## src/rtl/gpu_pkg.sv

```systemverilog
// Shared GPU types: coordinate/product widths, triangle descriptor bundle, raster FSM states.
// Used by raster_scan and the downstream per-pixel edge-test unit.
package gpu_pkg;

    localparam int GPU_COORD_WIDTH = 16;
    localparam int GPU_COLOR_WIDTH = 16;

    typedef logic [GPU_COORD_WIDTH-1:0]   coord_t;
    typedef logic [2*GPU_COORD_WIDTH-1:0] mul_res_t;
    typedef logic [GPU_COLOR_WIDTH-1:0]   color_t;

    typedef struct packed {
        coord_t xmin;
        coord_t xmax;
        coord_t ymin;
        coord_t ymax;
    } bbox_t;

    typedef struct packed {
        coord_t   [2:0][1:0] coefs;
        mul_res_t [2:0]      consts;
    } tri_geom_t;

    typedef struct packed {
        bbox_t     box;
        tri_geom_t geom;
        color_t    color;
    } tri_desc_t;

    typedef enum logic {
        IDLE = 1'b0,
        SCAN = 1'b1
    } raster_state_e;

    function automatic logic box_empty(bbox_t b);
        return (b.xmin > b.xmax) || (b.ymin > b.ymax);
    endfunction

endpackage

```

## src/rtl/raster_scan_if.sv

```systemverilog
// Triangle-descriptor input stream and pixel-beat output stream of raster_scan.
// master = producer of triangles / consumer of pixels, slave = raster_scan.
interface raster_scan_if;
    import gpu_pkg::*;

    logic     tri_valid;
    logic     tri_ready;
    coord_t   bbox_xmin;
    coord_t   bbox_xmax;
    coord_t   bbox_ymin;
    coord_t   bbox_ymax;
    coord_t   tri_coefs [3][2];
    mul_res_t tri_const [3];
    color_t   tri_color;

    logic     pix_valid;
    logic     pix_ready;
    coord_t   x;
    coord_t   y;
    coord_t   bound_coefs [3][2];
    mul_res_t bound_const [3];
    color_t   color;
    logic     pix_last;
    logic     busy;

    modport master (
        output tri_valid, bbox_xmin, bbox_xmax, bbox_ymin, bbox_ymax,
               tri_coefs, tri_const, tri_color, pix_ready,
        input  tri_ready, pix_valid, x, y, bound_coefs, bound_const,
               color, pix_last, busy
    );

    modport slave (
        input  tri_valid, bbox_xmin, bbox_xmax, bbox_ymin, bbox_ymax,
               tri_coefs, tri_const, tri_color, pix_ready,
        output tri_ready, pix_valid, x, y, bound_coefs, bound_const,
               color, pix_last, busy
    );

endinterface

```

## src/rtl/raster_walk.sv

```systemverilog
// x/y pixel walker with equality-based end detection; RASTER_SERPENTINE_EN reverses odd rows.
// Latency: load/step take effect on the next edge; last_o is registered.
// Backpressure: only moves on step_i, otherwise holds every register.
module raster_walk #(
    parameter int W = 16
) (
    input  logic         clk,
    input  logic         rst_n,
    input  logic         load_i,
    input  logic         step_i,
    input  logic [W-1:0] xmin_i,
    input  logic [W-1:0] xmax_i,
    input  logic [W-1:0] ymin_i,
    input  logic [W-1:0] ymax_i,
    output logic [W-1:0] x_o,
    output logic [W-1:0] y_o,
    output logic         last_o,
    output logic         done_o
);

    logic [W-1:0] x_q, x_d, y_q, y_d;
    logic [W-1:0] xmin_q, xmin_d, xmax_q, xmax_d, ymax_q, ymax_d;
    logic         last_q, last_d;
    logic [W-1:0] xend;
    logic         at_xend, at_ymax;

`ifdef RASTER_SERPENTINE_EN
    logic dir_q, dir_d;
    assign xend = dir_q ? xmin_q : xmax_q;
`else
    assign xend = xmax_q;
`endif

    // Equality end tests keep a box touching 2^W-1 from ever wrapping.
    assign at_xend = (x_q == xend);
    assign at_ymax = (y_q == ymax_q);
    assign done_o  = at_xend && at_ymax;
    assign x_o     = x_q;
    assign y_o     = y_q;
    assign last_o  = last_q;

    always_comb begin
        x_d    = x_q;
        y_d    = y_q;
        xmin_d = xmin_q;
        xmax_d = xmax_q;
        ymax_d = ymax_q;
        last_d = last_q;
`ifdef RASTER_SERPENTINE_EN
        dir_d  = dir_q;
`endif
        if (load_i) begin
            xmin_d = xmin_i;
            xmax_d = xmax_i;
            ymax_d = ymax_i;
            x_d    = xmin_i;
            y_d    = ymin_i;
            last_d = (xmin_i == xmax_i) && (ymin_i == ymax_i);
`ifdef RASTER_SERPENTINE_EN
            dir_d  = 1'b0;
`endif
        end else if (step_i) begin
            if (!at_xend) begin
`ifdef RASTER_SERPENTINE_EN
                x_d = dir_q ? x_q - W'(1) : x_q + W'(1);
`else
                x_d = x_q + W'(1);
`endif
                last_d = (x_d == xend) && at_ymax;
            end else if (!at_ymax) begin
                y_d = y_q + W'(1);
`ifdef RASTER_SERPENTINE_EN
                dir_d = !dir_q;
                x_d   = dir_q ? xmin_q : xmax_q;
`else
                x_d   = xmin_q;
`endif
                last_d = (xmin_q == xmax_q) && (y_d == ymax_q);
            end else begin
                last_d = 1'b0;
            end
        end
    end

    always_ff @(posedge clk or negedge rst_n) begin
        if (!rst_n) begin
            x_q    <= '0;
            y_q    <= '0;
            xmin_q <= '0;
            xmax_q <= '0;
            ymax_q <= '0;
            last_q <= 1'b0;
`ifdef RASTER_SERPENTINE_EN
            dir_q  <= 1'b0;
`endif
        end else begin
            x_q    <= x_d;
            y_q    <= y_d;
            xmin_q <= xmin_d;
            xmax_q <= xmax_d;
            ymax_q <= ymax_d;
            last_q <= last_d;
`ifdef RASTER_SERPENTINE_EN
            dir_q  <= dir_d;
`endif
        end
    end

endmodule

```

## src/rtl/raster_scan.sv

```systemverilog
// Triangle traversal: walks the bounding box in raster order, one (x,y) beat per cycle (RASTER_SERPENTINE_EN: serpentine rows).
// Latency: descriptor accepted in cycle N -> first beat in N+1; one bubble between triangles.
// Backpressure: beats advance only on pix_valid && pix_ready; all outputs hold while stalled.
module raster_scan
    import gpu_pkg::*;
#(
    parameter int COORD_WIDTH = GPU_COORD_WIDTH,
    parameter int COLOR_WIDTH = GPU_COLOR_WIDTH
) (
    input logic         clk,
    input logic         rst_n,
    raster_scan_if.slave bus
);

    raster_state_e            state_q, state_d;
    tri_desc_t                desc;
    tri_geom_t                geom_q, geom_d;
    logic [COLOR_WIDTH-1:0]   color_q, color_d;
    logic                     load, step, done;

    always_comb begin
        desc.box.xmin = bus.bbox_xmin;
        desc.box.xmax = bus.bbox_xmax;
        desc.box.ymin = bus.bbox_ymin;
        desc.box.ymax = bus.bbox_ymax;
        for (int i = 0; i < 3; i++) begin
            for (int j = 0; j < 2; j++) begin
                desc.geom.coefs[i][j] = bus.tri_coefs[i][j];
            end
            desc.geom.consts[i] = bus.tri_const[i];
        end
        desc.color = bus.tri_color;
    end

    // An empty box is handshaken in IDLE but never loaded, so it is silently dropped.
    always_comb begin
        state_d = state_q;
        load    = 1'b0;
        step    = 1'b0;
        case (state_q)
            IDLE: begin
                if (bus.tri_valid && !box_empty(desc.box)) begin
                    load    = 1'b1;
                    state_d = SCAN;
                end
            end
            SCAN: begin
                if (bus.pix_ready) begin
                    step = 1'b1;
                    if (done) begin
                        state_d = IDLE;
                    end
                end
            end
        endcase
        geom_d  = load ? desc.geom  : geom_q;
        color_d = load ? desc.color : color_q;
    end

    always_ff @(posedge clk or negedge rst_n) begin
        if (!rst_n) begin
            state_q <= IDLE;
            geom_q  <= '0;
            color_q <= '0;
        end else begin
            state_q <= state_d;
            geom_q  <= geom_d;
            color_q <= color_d;
        end
    end

    raster_walk #(
        .W (COORD_WIDTH)
    ) u_walk (
        .clk    (clk),
        .rst_n  (rst_n),
        .load_i (load),
        .step_i (step),
        .xmin_i (desc.box.xmin),
        .xmax_i (desc.box.xmax),
        .ymin_i (desc.box.ymin),
        .ymax_i (desc.box.ymax),
        .x_o    (bus.x),
        .y_o    (bus.y),
        .last_o (bus.pix_last),
        .done_o (done)
    );

    assign bus.tri_ready = (state_q == IDLE);
    assign bus.pix_valid = (state_q == SCAN);
    assign bus.busy      = (state_q == SCAN);
    assign bus.color     = color_q;

    always_comb begin
        for (int i = 0; i < 3; i++) begin
            for (int j = 0; j < 2; j++) begin
                bus.bound_coefs[i][j] = geom_q.coefs[i][j];
            end
            bus.bound_const[i] = geom_q.consts[i];
        end
    end

endmodule
```

## src/flat_wrapper.sv

```systemverilog
// flat-port wrapper written by rule: the top's interface ports become plain ports
module raster_scan_flat import gpu_pkg::*;
#(
    parameter int COORD_WIDTH = GPU_COORD_WIDTH,
    parameter int COLOR_WIDTH = GPU_COLOR_WIDTH
)
  (clk, rst_n, bus_tri_valid, bus_bbox_xmin, bus_bbox_xmax, bus_bbox_ymin, bus_bbox_ymax, bus_tri_coefs, bus_tri_const, bus_tri_color, bus_pix_ready, bus_tri_ready, bus_pix_valid, bus_x, bus_y, bus_bound_coefs, bus_bound_const, bus_color, bus_pix_last, bus_busy);
  raster_scan_if bus_i ();
  input logic clk;
  input logic rst_n;
  input wire logic [$bits(bus_i.tri_valid)-1:0] bus_tri_valid;
  input wire logic [$bits(bus_i.bbox_xmin)-1:0] bus_bbox_xmin;
  input wire logic [$bits(bus_i.bbox_xmax)-1:0] bus_bbox_xmax;
  input wire logic [$bits(bus_i.bbox_ymin)-1:0] bus_bbox_ymin;
  input wire logic [$bits(bus_i.bbox_ymax)-1:0] bus_bbox_ymax;
  input wire logic [$bits(bus_i.tri_coefs)-1:0] bus_tri_coefs;
  input wire logic [$bits(bus_i.tri_const)-1:0] bus_tri_const;
  input wire logic [$bits(bus_i.tri_color)-1:0] bus_tri_color;
  input wire logic [$bits(bus_i.pix_ready)-1:0] bus_pix_ready;
  output wire logic [$bits(bus_i.tri_ready)-1:0] bus_tri_ready;
  output wire logic [$bits(bus_i.pix_valid)-1:0] bus_pix_valid;
  output wire logic [$bits(bus_i.x)-1:0] bus_x;
  output wire logic [$bits(bus_i.y)-1:0] bus_y;
  output wire logic [$bits(bus_i.bound_coefs)-1:0] bus_bound_coefs;
  output wire logic [$bits(bus_i.bound_const)-1:0] bus_bound_const;
  output wire logic [$bits(bus_i.color)-1:0] bus_color;
  output wire logic [$bits(bus_i.pix_last)-1:0] bus_pix_last;
  output wire logic [$bits(bus_i.busy)-1:0] bus_busy;
  assign bus_i.tri_valid = bus_tri_valid;
  assign bus_i.bbox_xmin = bus_bbox_xmin;
  assign bus_i.bbox_xmax = bus_bbox_xmax;
  assign bus_i.bbox_ymin = bus_bbox_ymin;
  assign bus_i.bbox_ymax = bus_bbox_ymax;
  assign bus_i.tri_coefs = {>>{bus_tri_coefs}};
  assign bus_i.tri_const = {>>{bus_tri_const}};
  assign bus_i.tri_color = bus_tri_color;
  assign bus_i.pix_ready = bus_pix_ready;
  assign bus_tri_ready = bus_i.tri_ready;
  assign bus_pix_valid = bus_i.pix_valid;
  assign bus_x = bus_i.x;
  assign bus_y = bus_i.y;
  assign bus_bound_coefs = {>>{bus_i.bound_coefs}};
  assign bus_bound_const = {>>{bus_i.bound_const}};
  assign bus_color = bus_i.color;
  assign bus_pix_last = bus_i.pix_last;
  assign bus_busy = bus_i.busy;
  raster_scan #(.COORD_WIDTH(COORD_WIDTH), .COLOR_WIDTH(COLOR_WIDTH)) u_core (.clk(clk), .rst_n(rst_n), .bus(bus_i));
endmodule
```

## config.mk

```make
export PLATFORM = sky130hd
export DESIGN_NAME = raster_scan_flat
export DESIGN_NICKNAME = d
export VERILOG_FILES = /design/src/rtl/gpu_pkg.sv /design/src/rtl/raster_scan_if.sv /design/src/rtl/raster_walk.sv /design/src/rtl/raster_scan.sv /design/src/flat_wrapper.sv
export SDC_FILE = /design/constraint.sdc
export NUM_CORES = 1
export LEC_CHECK = 0
export ABC_AREA = 0
export CORE_AREA = 4 4 202 204
export CTS_CLUSTER_SIZE = 16
export DETAILED_ROUTE_END_ITERATION = 10
export DIE_AREA = 0 0 206 208
export PLACE_DENSITY = 0.8
export SKIP_CTS_REPAIR_TIMING = 1
export SYNTH_ARGS = -nofsm -noshare
export SYNTH_HDL_FRONTEND = slang
export SYNTH_SLANG_ARGS = --single-unit
```

## constraint.sdc

```tcl
create_clock -name clk -period 2.4 [get_ports clk]
set_input_delay 0.48 -clock clk [delete_from_list [all_inputs] [get_ports clk]]
set_output_delay 0.48 -clock clk [all_outputs]
set_load 0.01 [all_outputs]
```

Word-level counts from Yosys, hierarchy flattened
Index checks and enable logic that the tools add are counted.
- flip-flop bits (word level): 290
- word-level logic and storage cells: 61
- $add $sub $neg: 2
- magnitude comparators: 2
- eq/ne operators: 9
- muxes and demuxes: 19
- bitwise gates (word level): 1
- reduce and logical (&&, ||, !) cells: 11
- operator list (operator ; number):
    16-bit 2-to-1 mux ; 8
    16-bit equality test ; 7
    16-bit by 1-bit adder with 16-bit output (second input constant) ; 2
    16-bit > comparator ; 2
    1-bit 2-to-1 mux ; 10
    1-bit logical AND ; 5
    2-bit nonzero test ; 2
    3-bit by 2-bit inequality test with 1-bit output (second input constant) ; 1
    3-bit AND reduction ; 1
    2-bit by 1-bit inequality test with 1-bit output (second input constant) ; 1
    1-bit one-hot mux with 2 select lines ; 1
    2-bit AND reduction ; 1
    1-bit logical NOT ; 1
    1-bit logical OR ; 1
    1-bit NOT ; 1

Longest topological paths before layout
Gate-level depths: netlist of the first run.
- word-level depth: 8
- mapped depth: 12
- gate-level depth less buffers: 9

By module
From an unflattened synthesis of the first run, not the netlist that was laid out.
- cells, all modules: 1170
- area total of the unflattened synthesis: 15193.3 sq um
- by module, submodules not included (module ; times used ; cells an instance ; area each (sq um)):
    raster_scan ; 1 ; 559 ; 9636.7
    raster_walk ; 1 ; 611 ; 5556.6

Worst setup path after synthesis of the first run
Ideal clock, no wire load.
- path type: in2reg
- start: input port bus_bbox_ymax[15]
- end: register u_core.geom_q (netlist bit u_core.bus.bound_const[22])
- setup time: 0.125 ns
- arrival: 2.825 ns
- required time: 2.275 ns
- path slack: -0.550 ns
- stages: 11
- path buffers: 3
- cells stage by stage: inv_1 ha_1 nand4_1 nor4_1 a22oi_1 o211ai_1 a22o_1 buf_2 buf_1 buf_2 mux2_2
- cells in the longest elaborated chain, start to end: 6
- ends and longest elaborated chain (item ; line ; RTL):
    start, declared ; flat_wrapper.sv:15 ; input wire logic [$bits(bus_i.bbox_ymax)-1:0] bus_bbox_ymax;
    16-bit > comparator ; gpu_pkg.sv:36 ; return (b.xmin > b.xmax) || (b.ymin > b.ymax);
    1-bit logical OR ; gpu_pkg.sv:36 ;
    1-bit logical NOT ; raster_scan.sv:42 ; if (bus.tri_valid && !box_empty(desc.box)) begin
    1-bit logical AND ; raster_scan.sv:42 ;
    1-bit 2-to-1 mux ; raster_scan.sv:42 ;
    1-bit 2-to-1 mux ; raster_scan.sv:40 ; case (state_q)
    end signal, assigned ; raster_scan.sv:67 ; geom_q <= geom_d;
    end, declared ; raster_scan.sv:17 ; tri_geom_t geom_q, geom_d;
No other way between the ends.
A chain may end at the register's enable or synchronous reset.

Worst setup path after layout of the first run
- start: register u_core.u_walk.ymax_q[3]
- end: register u_core.u_walk.last_q, in the netlist u_core.u_walk.last_o
- cells in the longest elaborated chain, start to end: 6
- elaborated cells on any way between the ends: 8
- classes of those cells: eq/ne: 2; mux: 4; reduce/logical: 2
- ends and longest elaborated chain (item ; line ; RTL):
    start, declared ; raster_walk.sv:22 ; logic [W-1:0] xmin_q, xmin_d, xmax_q, xmax_d, ymax_q, ymax_d;
    start signal, assigned ; raster_walk.sv:101 ; ymax_q <= ymax_d;
    16-bit equality test ; raster_walk.sv:78 ; last_d = (xmin_q == xmax_q) && (y_d == ymax_q);
    1-bit logical AND ; raster_walk.sv:78 ;
    1-bit 2-to-1 mux ; raster_walk.sv:70 ; end else if (!at_ymax) begin
    1-bit 2-to-1 mux * ; raster_walk.sv:63 ; if (!at_xend) begin
    1-bit 2-to-1 mux * ; raster_walk.sv:62 ; end else if (step_i) begin
    1-bit 2-to-1 mux * ; raster_walk.sv:52 ; if (load_i) begin
    end signal, assigned ; raster_walk.sv:102 ; last_q <= last_d;
    end, declared ; raster_walk.sv:23 ; logic last_q, last_d;
Mark *: on every way between the ends. The rest lies on a longest branch, timed or not. The select of a mux whose other input is x is not followed.

==> impl_metrics.ini, run 1 <==
[detailed_routing]
drtIter0Drc = 716
vias_per_cell = 5.06
vias = 12001
totalWireLength_um = 55400
drtPass1Iterations = 5
drc = 0
avgRoutedWirePerCell_um = 23.3
ant_nets = 0

[setup_path]
critPathKind = register to register
worstPathMaxFanout = 3
crit_start = u_core.u_walk.ymax_q[3]
crit_path_end_kind = register
endpoint = u_core.u_walk.last_o
r2r_cells = 7
reg2reg_to = u_core.u_walk.last_o
regToRegSetupSlack_ns = -0.27
cp.required_ns = 2.83
regToRegStartpoint = u_core.u_walk.ymax_q[3]
worstSetupStartpointType = register
critical_path_arrival_ns = 3.11

[clock_tree]
cts_tree = yes
clkLatencyLatePin_ns = 0.55
cts.sinks = 290
clkTransAtPathRegs_ns = 0.05
htreeDepth = 2
numCtsBuffers = 35
clock-root-buffer = clkbuf_16
clk_path_buf_depth = 3

[final_layout]
fin_nets = 2123
fin_util_pct = 62.5
area_growth_pct = 79.1
drive_above_1_share_pct = 36.6

[sta]
drv_slew = 0
hold_violations = 0
layout_setup_ws_ns = -0.274
setup-violations-final = 185
fin_skew_ns = 0.0284
fin_crit_ns = 2.67
rsz0062_at_grt = yes
finalCritPeriodShare_pct = 111
finalSetupTns_ns = -8.41
tightest_slew_ns = 0.490
timing.fmax_mhz = 374
slew_headroom_pct = 67.3

[floorplanning]
num_rows = 73
die_y_um = 208
start_util_pct = 34.9
dieArea_mm2 = 0.0428
die_x_um = 206
ios = 520
core_mm2 = 0.0393

[global_route]
gr-usage-all-layers_pct = 22.1
grt_overflow = 0
antenna_found_initial = 11
grt_max_degree = 64
grt_pass1_vias = 12248
grt_first_pass_wirelength_um = 73800

[outcome]
violations = setup timing
status = complete, but fails checks

[pwr]
powerDensity_mw_per_mm2 = 1210
irDropWorstVdd_v = 0.000657
power_leakage_nw = 11.8

[synthesis]
ys_seq_area_share_pct = 52.9
synth.distinct_cells = 55
syn_area_mm2 = 0.0137
yosys_warnings = 0
syn_inst = 1088
syn_avg_cell_area_um2 = 12.6
synth_ff_type = dfrtp_1
synth_edf_count = 0
ys_async_sr_fraction_pct = 100
synthTopCellsByArea = dfrtp_1 53%, mux2_2 23%, ha_1 3.1%
synth_nets = 1398
yosysTopAreaCellShare_pct = 52.9
ys_ff_latch = 290
synth_area_leader_cell = dfrtp_1

[hold_path]
hold_class = input port to register
holdCritStartpoint = bus_bbox_ymax[14]

[placed_design]
place.detailed.hpwl_um = 38700
place_congestion = 0.911
portBuffers = 519

[run]
drv_cap = 0
-- placed cells by master (no fill, tap or decap), drive strengths merged, types with 4 or more instances in the layout --
cell type and n:
clkdlybuf4s50 454, dfrtp 290, mux2 285, buf 217
clkbuf 83, inv 50, dlymetal6s2s 47, xnor2 44
xor2 41, nor2 34, ha 34, a21oi 33
o21ai 33, nand2 28, nand4 25, nor3 21
nand3 18, nor4 16, diode 9, a21o 9
mux2i 8, and3 7, a31oi 5, clkinv 5
o22ai 4, or4 4, a211oi 4
-- logic make-up (layout without fill, tap and decap cells) --
kind of cell,Yosys count,after routing,share of synthesized area [%]
simple gates,170,171,6.61
other cells,0,9,0
compound gates,106,106,4.59
xor+xnor,85,85,5.43
flops,290,290,52.9
mux,293,293,24.0
buf+inv,109,860,3.28
fa+ha+maj,35,35,3.18
-- flip-flops by register name, summed over array words and instances (netlist names) --
register                flops
u_core.u_walk.y_o          16
u_core.bus.color           16
u_core.u_walk.xend         16
u_core.u_walk.xmin_q       16
u_core.bus.bound_coefs     96
u_core.u_walk.x_o          16
u_core.u_walk.ymax_q       16
u_core.u_walk.last_o        1
u_core.bus.busy             1
u_core.bus.bound_const     96
-- power breakdown --
group / internal [mW] / leakage [nW] / switching [mW]
Sequential: 7.36 / 3.46 / 1.82
Clock: 3.27 / 0.579 / 2.20
Combinational: 9.14 / 7.78 / 5.87
Total: 19.8 / 11.8 / 9.89
-- cell type report --
cell class	instances	area [um2]
antenna	9	22.5
clock buffer	54	1060
clock inverter	10	121
fill	2921	14700
inverter	48	203
multi-input combinational	690	7470
sequential	290	7260
tap	525	657
timing repair buffer	748	7760
-- worst max-delay path, cell delays in order, from the launching register on --
cell	delay, ns
dfrtp_1	0.41
xor2_2	0.21
or4_1	0.48
or4_4	0.47
or4_4	0.56
nor4_4	0.17
a31oi_1	0.11
a21oi_1	0.17
-- stage by stage --
stage          hold slack, ns  total power, mW  area [um2]  cells  setup WS (ns)
4_1_cts                -0.127             29.0       22900   2317         -0.831
5_1_grt                 0.163             31.0       24600   2374         -0.341
6_report                0.193             29.7       24600   2374         -0.274
3_3_place_gp            0.440             22.8       21800   2253          -1.40
3_5_place_dp            0.449             23.3       21800   2253          -1.38
2_1_floorplan           0.184             15.4       15000   1088         -0.167
-- Yosys cell counts (4+ instances only) --
cell type,instances
dfrtp_1,290
mux2_2,285
inv_1,48
xnor2_1,44
xor2_1,41
ha_1,34
nor2_1,34
a21oi_1,33
o21ai_0,33
nand2_1,28
clkbuf_1,26
buf_2,23
nand4_1,23
nor3_1,21
nand3_1,18
nor4_1,15
buf_1,10
a21o_1,9
mux2i_1,8
and3_1,7
a31oi_1,5
a211oi_1,4
o22ai_1,4
-- metal layers --
metal	GRT usage [%]	up-vias	part of all wire [%]
li1	-	5355	-
met1	26.1	5980	38
met2	39.1	535	51
met3	5.30	129	6.9
met4	7.34	2	4.1
met5	0	-	0.023
-- worst min-delay path by stage --
stage,end,slack [ns],depth (start not counted)
floorplan,u_core.bus.bound_coefs[0],0.18,0
global placement,u_core.u_walk.xend[4],0.44,1
detailed placement,u_core.u_walk.x_o[4],0.45,1
CTS,u_core.bus.bound_const[47],-0.13,1
global route,u_core.u_walk.ymax_q[14],0.16,2
finish,u_core.u_walk.ymax_q[14],0.19,2
(Power assumes the default switching activity.)
==> inputs of run 2 (changes only) <==
==> constraint.sdc (replaced) <==
create_clock -name clk -period 2.4 [get_ports clk]
set_input_delay 0.48 -clock clk [delete_from_list [all_inputs] [get_ports clk]]
set_output_delay 0.48 -clock clk [all_outputs]
set_load 0.05 [all_outputs]
==> impl_metrics.ini, run 2 (same netlist as run 1, synthesis figures left out) <==
[clock_tree]
htreeDepth = 2
cts.sinks = 290
clkLatencyLatePin_ns = 0.55
clock-root-buffer = clkbuf_16
clkTransAtPathRegs_ns = 0.06
cts_tree = yes
numCtsBuffers = 34
clk_path_buf_depth = 3

[detailed_routing]
vias = 12136
drc = 0
ant_nets = 0
drtPass1Iterations = 5
vias_per_cell = 5.11
drtIter0Drc = 703
avgRoutedWirePerCell_um = 23.5
totalWireLength_um = 55900

[placed_design]
place.detailed.hpwl_um = 37900
place_area_mm2 = 0.0216
place_ws_ns = -1.06
place_congestion = 0.951
portBuffers = 519

[pwr]
switchingPower_mw = 16.3
comb_power_share_pct = 59.4
power_leakage_nw = 12.0
irDropWorstVdd_v = 0.000966
powerDensity_mw_per_mm2 = 1450
p_clk_share_pct = 15.0
switching_share_pct = 45.2
internal_power_mw = 19.7
p_seq_share_pct = 25.6

[global_route]
grt_max_degree = 68
grt_busiest_layer = met2
grt_pass1_vias = 12289
grt_overflow = 0
grt_use_met3_pct = 5.41
use_met1_pct = 25.6
met2_usage_pct = 38.5
antenna_found_initial = 8
grt_first_pass_wirelength_um = 73900
gr-usage-all-layers_pct = 22.0

[setup_path]
worstSetupStartpointType = register
crit_path_end_kind = register
worstPathMaxFanout = 3
critical_path_arrival_ns = 3.14
cp.required_ns = 2.85
critPathKind = register to register

[run]
drv_cap = 0

[floorplanning]
die_y_um = 208
num_rows = 73
die_x_um = 206
core_mm2 = 0.0393
ios = 520
start_util_pct = 34.9
dieArea_mm2 = 0.0428

[final_layout]
area_growth_pct = 80.9
drive_above_1_share_pct = 37.6
final_common_cell = clkdlybuf4s50_1
multi_input_area_mm2 = 0.00738
fin_nets = 2132
fill_cells = 2813
regArea_mm2 = 0.00727
final_cell_area_mm2 = 0.0248
layout_common_cells = 438 x clkdlybuf4s50_1, 276 x dfrtp_1, 247 x mux2_4

[sta]
timing.fmax_mhz = 372
fin_skew_ns = 0.0260
layout_setup_ws_ns = -0.287
finalCritPeriodShare_pct = 112
setup-violations-final = 157
fin_crit_ns = 2.69
slew_headroom_pct = 54.6
hold_violations = 0
tightest_slew_ns = 0.678
drv_slew = 0
rsz0062_at_grt = yes

[hold_path]
hold_class = input port to register

[outcome]
status = complete, but fails checks
violations = setup timing
run 2: through the flow:
stage	hold slack, ns	cells	util, %	setup TNS, ns	total power [mW]
3_3_place_gp	0.453	2237	55.0	-256.92	29.1
3_5_place_dp	0.451	2237	55.0	-270.53	29.5
2_1_floorplan	0.184	1088	-	-15.81	21.7
4_1_cts	-0.134	2298	58.0	-107.02	35.1
6_report	0.189	2377	63.2	-8.93	36.0
5_1_grt	0.164	2377	63.2	-17.21	37.3
run 2: power by group through the flow:
stage | Clock [mW] | Combinational (mW) | Sequential (mW)
after CTS | 5.49 | 20.5 | 9.08
after detailed placement | 0 | 20.4 | 9.10
final | 5.40 | 21.4 | 9.22
after global placement | 0 | 20.1 | 8.91
after global routing | 5.71 | 22.1 | 9.47
after floorplan | 0 | 5.50 | 16.2
run 2: layer usage:
layer  wire length (um)  share of wire (%)  vias to the layer above
met3               4080                7.3                      155
met1              21300                 38                     6100
li1                   -                  -                     5334
met2              28000                 50                      543
met5                 24              0.043                        -
met4               2440                4.4                        4
run 2: path summary, 6_finish.rpt:
kind | end | cells after the start | startpoint | slack (ns)
worst max-delay path | u_core.u_walk.last_o | 9 | u_core.u_walk.xend[12] | -0.29
worst max register to register | u_core.u_walk.last_o | 9 | u_core.u_walk.xend[12] | -0.29
worst min register to register | u_core.bus.bound_coefs[65] | 1 | u_core.bus.bound_coefs[65] | 0.51
min in group asynchronous | u_core.bus.color[6] | 2 | rst_n | 0.46
max in group asynchronous | u_core.bus.bound_coefs[26] | 3 | rst_n | 1.16
worst min-delay path | u_core.u_walk.ymax_q[12] | 2 | bus_bbox_ymax[12] | 0.19
run 2: critical path, stage by stage (launching register included):
cell	delay, ns
dfrtp_1	0.39
xor2_1	0.20
nor4_2	0.31
buf_4	0.16
and4_1	0.32
buf_4	0.16
nand4_1	0.09
a2111oi_0	0.52
nand4_1	0.25
a21oi_1	0.20
run 2: layout make-up:
cell class / instances / share of cell area, %
flip-flops and latches: 290 / 29.3
diodes: 5 / 0.0504
multi-input cells: 689 / 29.8
repair buffers: 759 / 32.7
clock buffers: 49 / 4.03
inverters: 48 / 0.832
well taps: 525 / 2.65
clock inverters: 12 / 0.620
==> variant: new RTL, flow settings as in run 1 <==
Build with the macro `RASTER_SERPENTINE_EN` defined.
--- a/src/rtl/raster_walk.sv
+++ b/src/rtl/raster_walk.sv
@@ -3,2 +3,4 @@
 // Backpressure: only moves on step_i, otherwise holds every register.
+`define RASTER_SERPENTINE_EN
+
 module raster_walk #(
Check against the original RTL: not equivalent (a bounded check fails within 4 cycles, from zero or initial values and one cycle with rst_n low).
==> variant against run 1 <==
The run still ends with negative setup slack left; cell area increased by 4.9%; largest power group unchanged; largest cell class unchanged; power increased by 4.3%; sequential cell count increased by 1; critical endpoint is now u_core.u_walk.x_o[2]; first-iteration DRC count increased by 32%; non-clock buffer count increased by 66; via count increased by 7.8%; setup slack got worse by 0.40 ns; routed wire length increased by 7.0%; sequential power decreased by 1%; synthesized area increased by 3.4%; count of clock-buffer cells in the layout decreased by 3; clock power increased by 5.9%.
==> variant: results (changes against run 1) <==
[routing]
vias_per_cell = 5.17  ; +2.3%
dr.first_iter.drc_count = 942  ; +32%
drt_wl_total_um = 59300  ; +7.0%

[run_status]
violations = negative setup slack
status = complete, but fails checks

[synth]
ys_seq_area_share_pct = 51.4  ; -1.5 points
synthTopCellsByCount = 291 x dfrtp_1, 245 x mux2_2, 59 x inv_1
synth_cell_types = 62  ; +13%
ys_top_cells_by_area = dfrtp_1 51%, mux2_2 19%, ha_1 4.1%, xor2_1 3.1%, xnor2_1 2.5%
synthesis.nets = 1477  ; +5.7%

[clock_network]
clk-insertion-delay-late_ns = 0.53  ; -0.02 ns

[layout]
drive_gt1_share_pct = 38.0  ; +1.4 points
nets = 2274  ; +7.1%
instances_no_fill = 2503  ; +5.4%

[critical_path]
worstPathMaxFanout = 5  ; +2
crit_arrival_ns = 3.48  ; +0.37 ns

[sta]
setup_violations = 214  ; +16%
setup_slack_ns = -0.672  ; -0.398 ns

[global_routing]
antenna_found_initial = 9  ; -2
grt_pass1_wl_um = 76100  ; +3.1%
grt_pass1_vias = 13100  ; +6.9%

[placement]
place_congestion = 0.898  ; -1.4%
place_area_sq_mm = 0.0218  ; +0.26%
dp_hpwl_um = 39600  ; +2.2%
dp_cells = 2366  ; +5.0%

[power_and_ir_drop]
irDropWorstVdd_mv = 0.858  ; +31%

[variant: kinds of logic after synthesis]
family | synth area share (%)
buffers and inverters | 3.23
xor gates and xnor gates | 5.88
AOI/OAI and AO/OA | 7.05
muxes | 21.7
adders and majority gates | 4.29
and+or+nand+nor | 6.47
DFF | 51.4
[variant: power groups by stage]
stage | Combinational, uW | Clock [uW] | Sequential, uW
2_1_floorplan | 5090 | 0 | 9890
3_3_place_gp | 13800 | 0 | 8810
3_5_place_dp | 14100 | 0 | 8940
4_1_cts | 14200 | 5890 | 8920
5_1_grt | 16900 | 6110 | 9350
6_report | 16100 | 5790 | 9090
[variant: final timing paths]
kind	startpoint	to	depth (start not counted)
min in group asynchronous	rst_n	u_core.u_walk.xmin_q[5]	2
max	u_core.u_walk.dir_q	u_core.u_walk.x_o[2]	9
max in group asynchronous	rst_n	u_core.u_walk.dir_q	3
max reg2reg	u_core.u_walk.dir_q	u_core.u_walk.x_o[2]	9
min	bus_bbox_ymax[1]	u_core.u_walk.ymax_q[1]	2
min reg2reg	u_core.bus.bound_const[85]	u_core.bus.bound_const[85]	1
[variant: critical path: stages, from the launching register on]
cell	delay, ns
dfrtp_2	0.46
buf_12	0.16
buf_12	0.12
mux2i_1	0.18
xor2_1	0.25
nand4_1	0.18
or4_4	0.58
o311a_4	0.41
mux2_4	0.32
mux2_2	0.27
[variant: per-stage QoR]
stage               hold slack (ns)  TNS (ns)
global placement              0.388   -378.84
detailed placement            0.395   -398.51
finish                        0.193    -24.05
global route                  0.177    -34.32
CTS                          -0.175   -242.54
floorplan                     0.184    -17.72
[variant: metal layers]
layer | vias up | routed length, um | global-route usage [%]
met1 | 6501 | 22900 | 27.5
met2 | 546 | 29600 | 38.7
met5 | - | 79 | 0
met3 | 153 | 4390 | 6.31
met4 | 12 | 2350 | 7.94
li1 | 5728 | - | -
[variant: final cells by class]
type | instances | area, sq um | area share [%]
Multi-Input combinational cell | 749 | 7800 | 30.3
Clock inverter | 11 | 190 | 0.738
Antenna cell | 3 | 7.51 | 0.0292
Tap cell | 525 | 657 | 2.55
Clock buffer | 51 | 1070 | 4.15
Inverter | 59 | 224 | 0.870
Sequential cell | 291 | 7280 | 28.3
Timing Repair Buffer | 814 | 8520 | 33.1
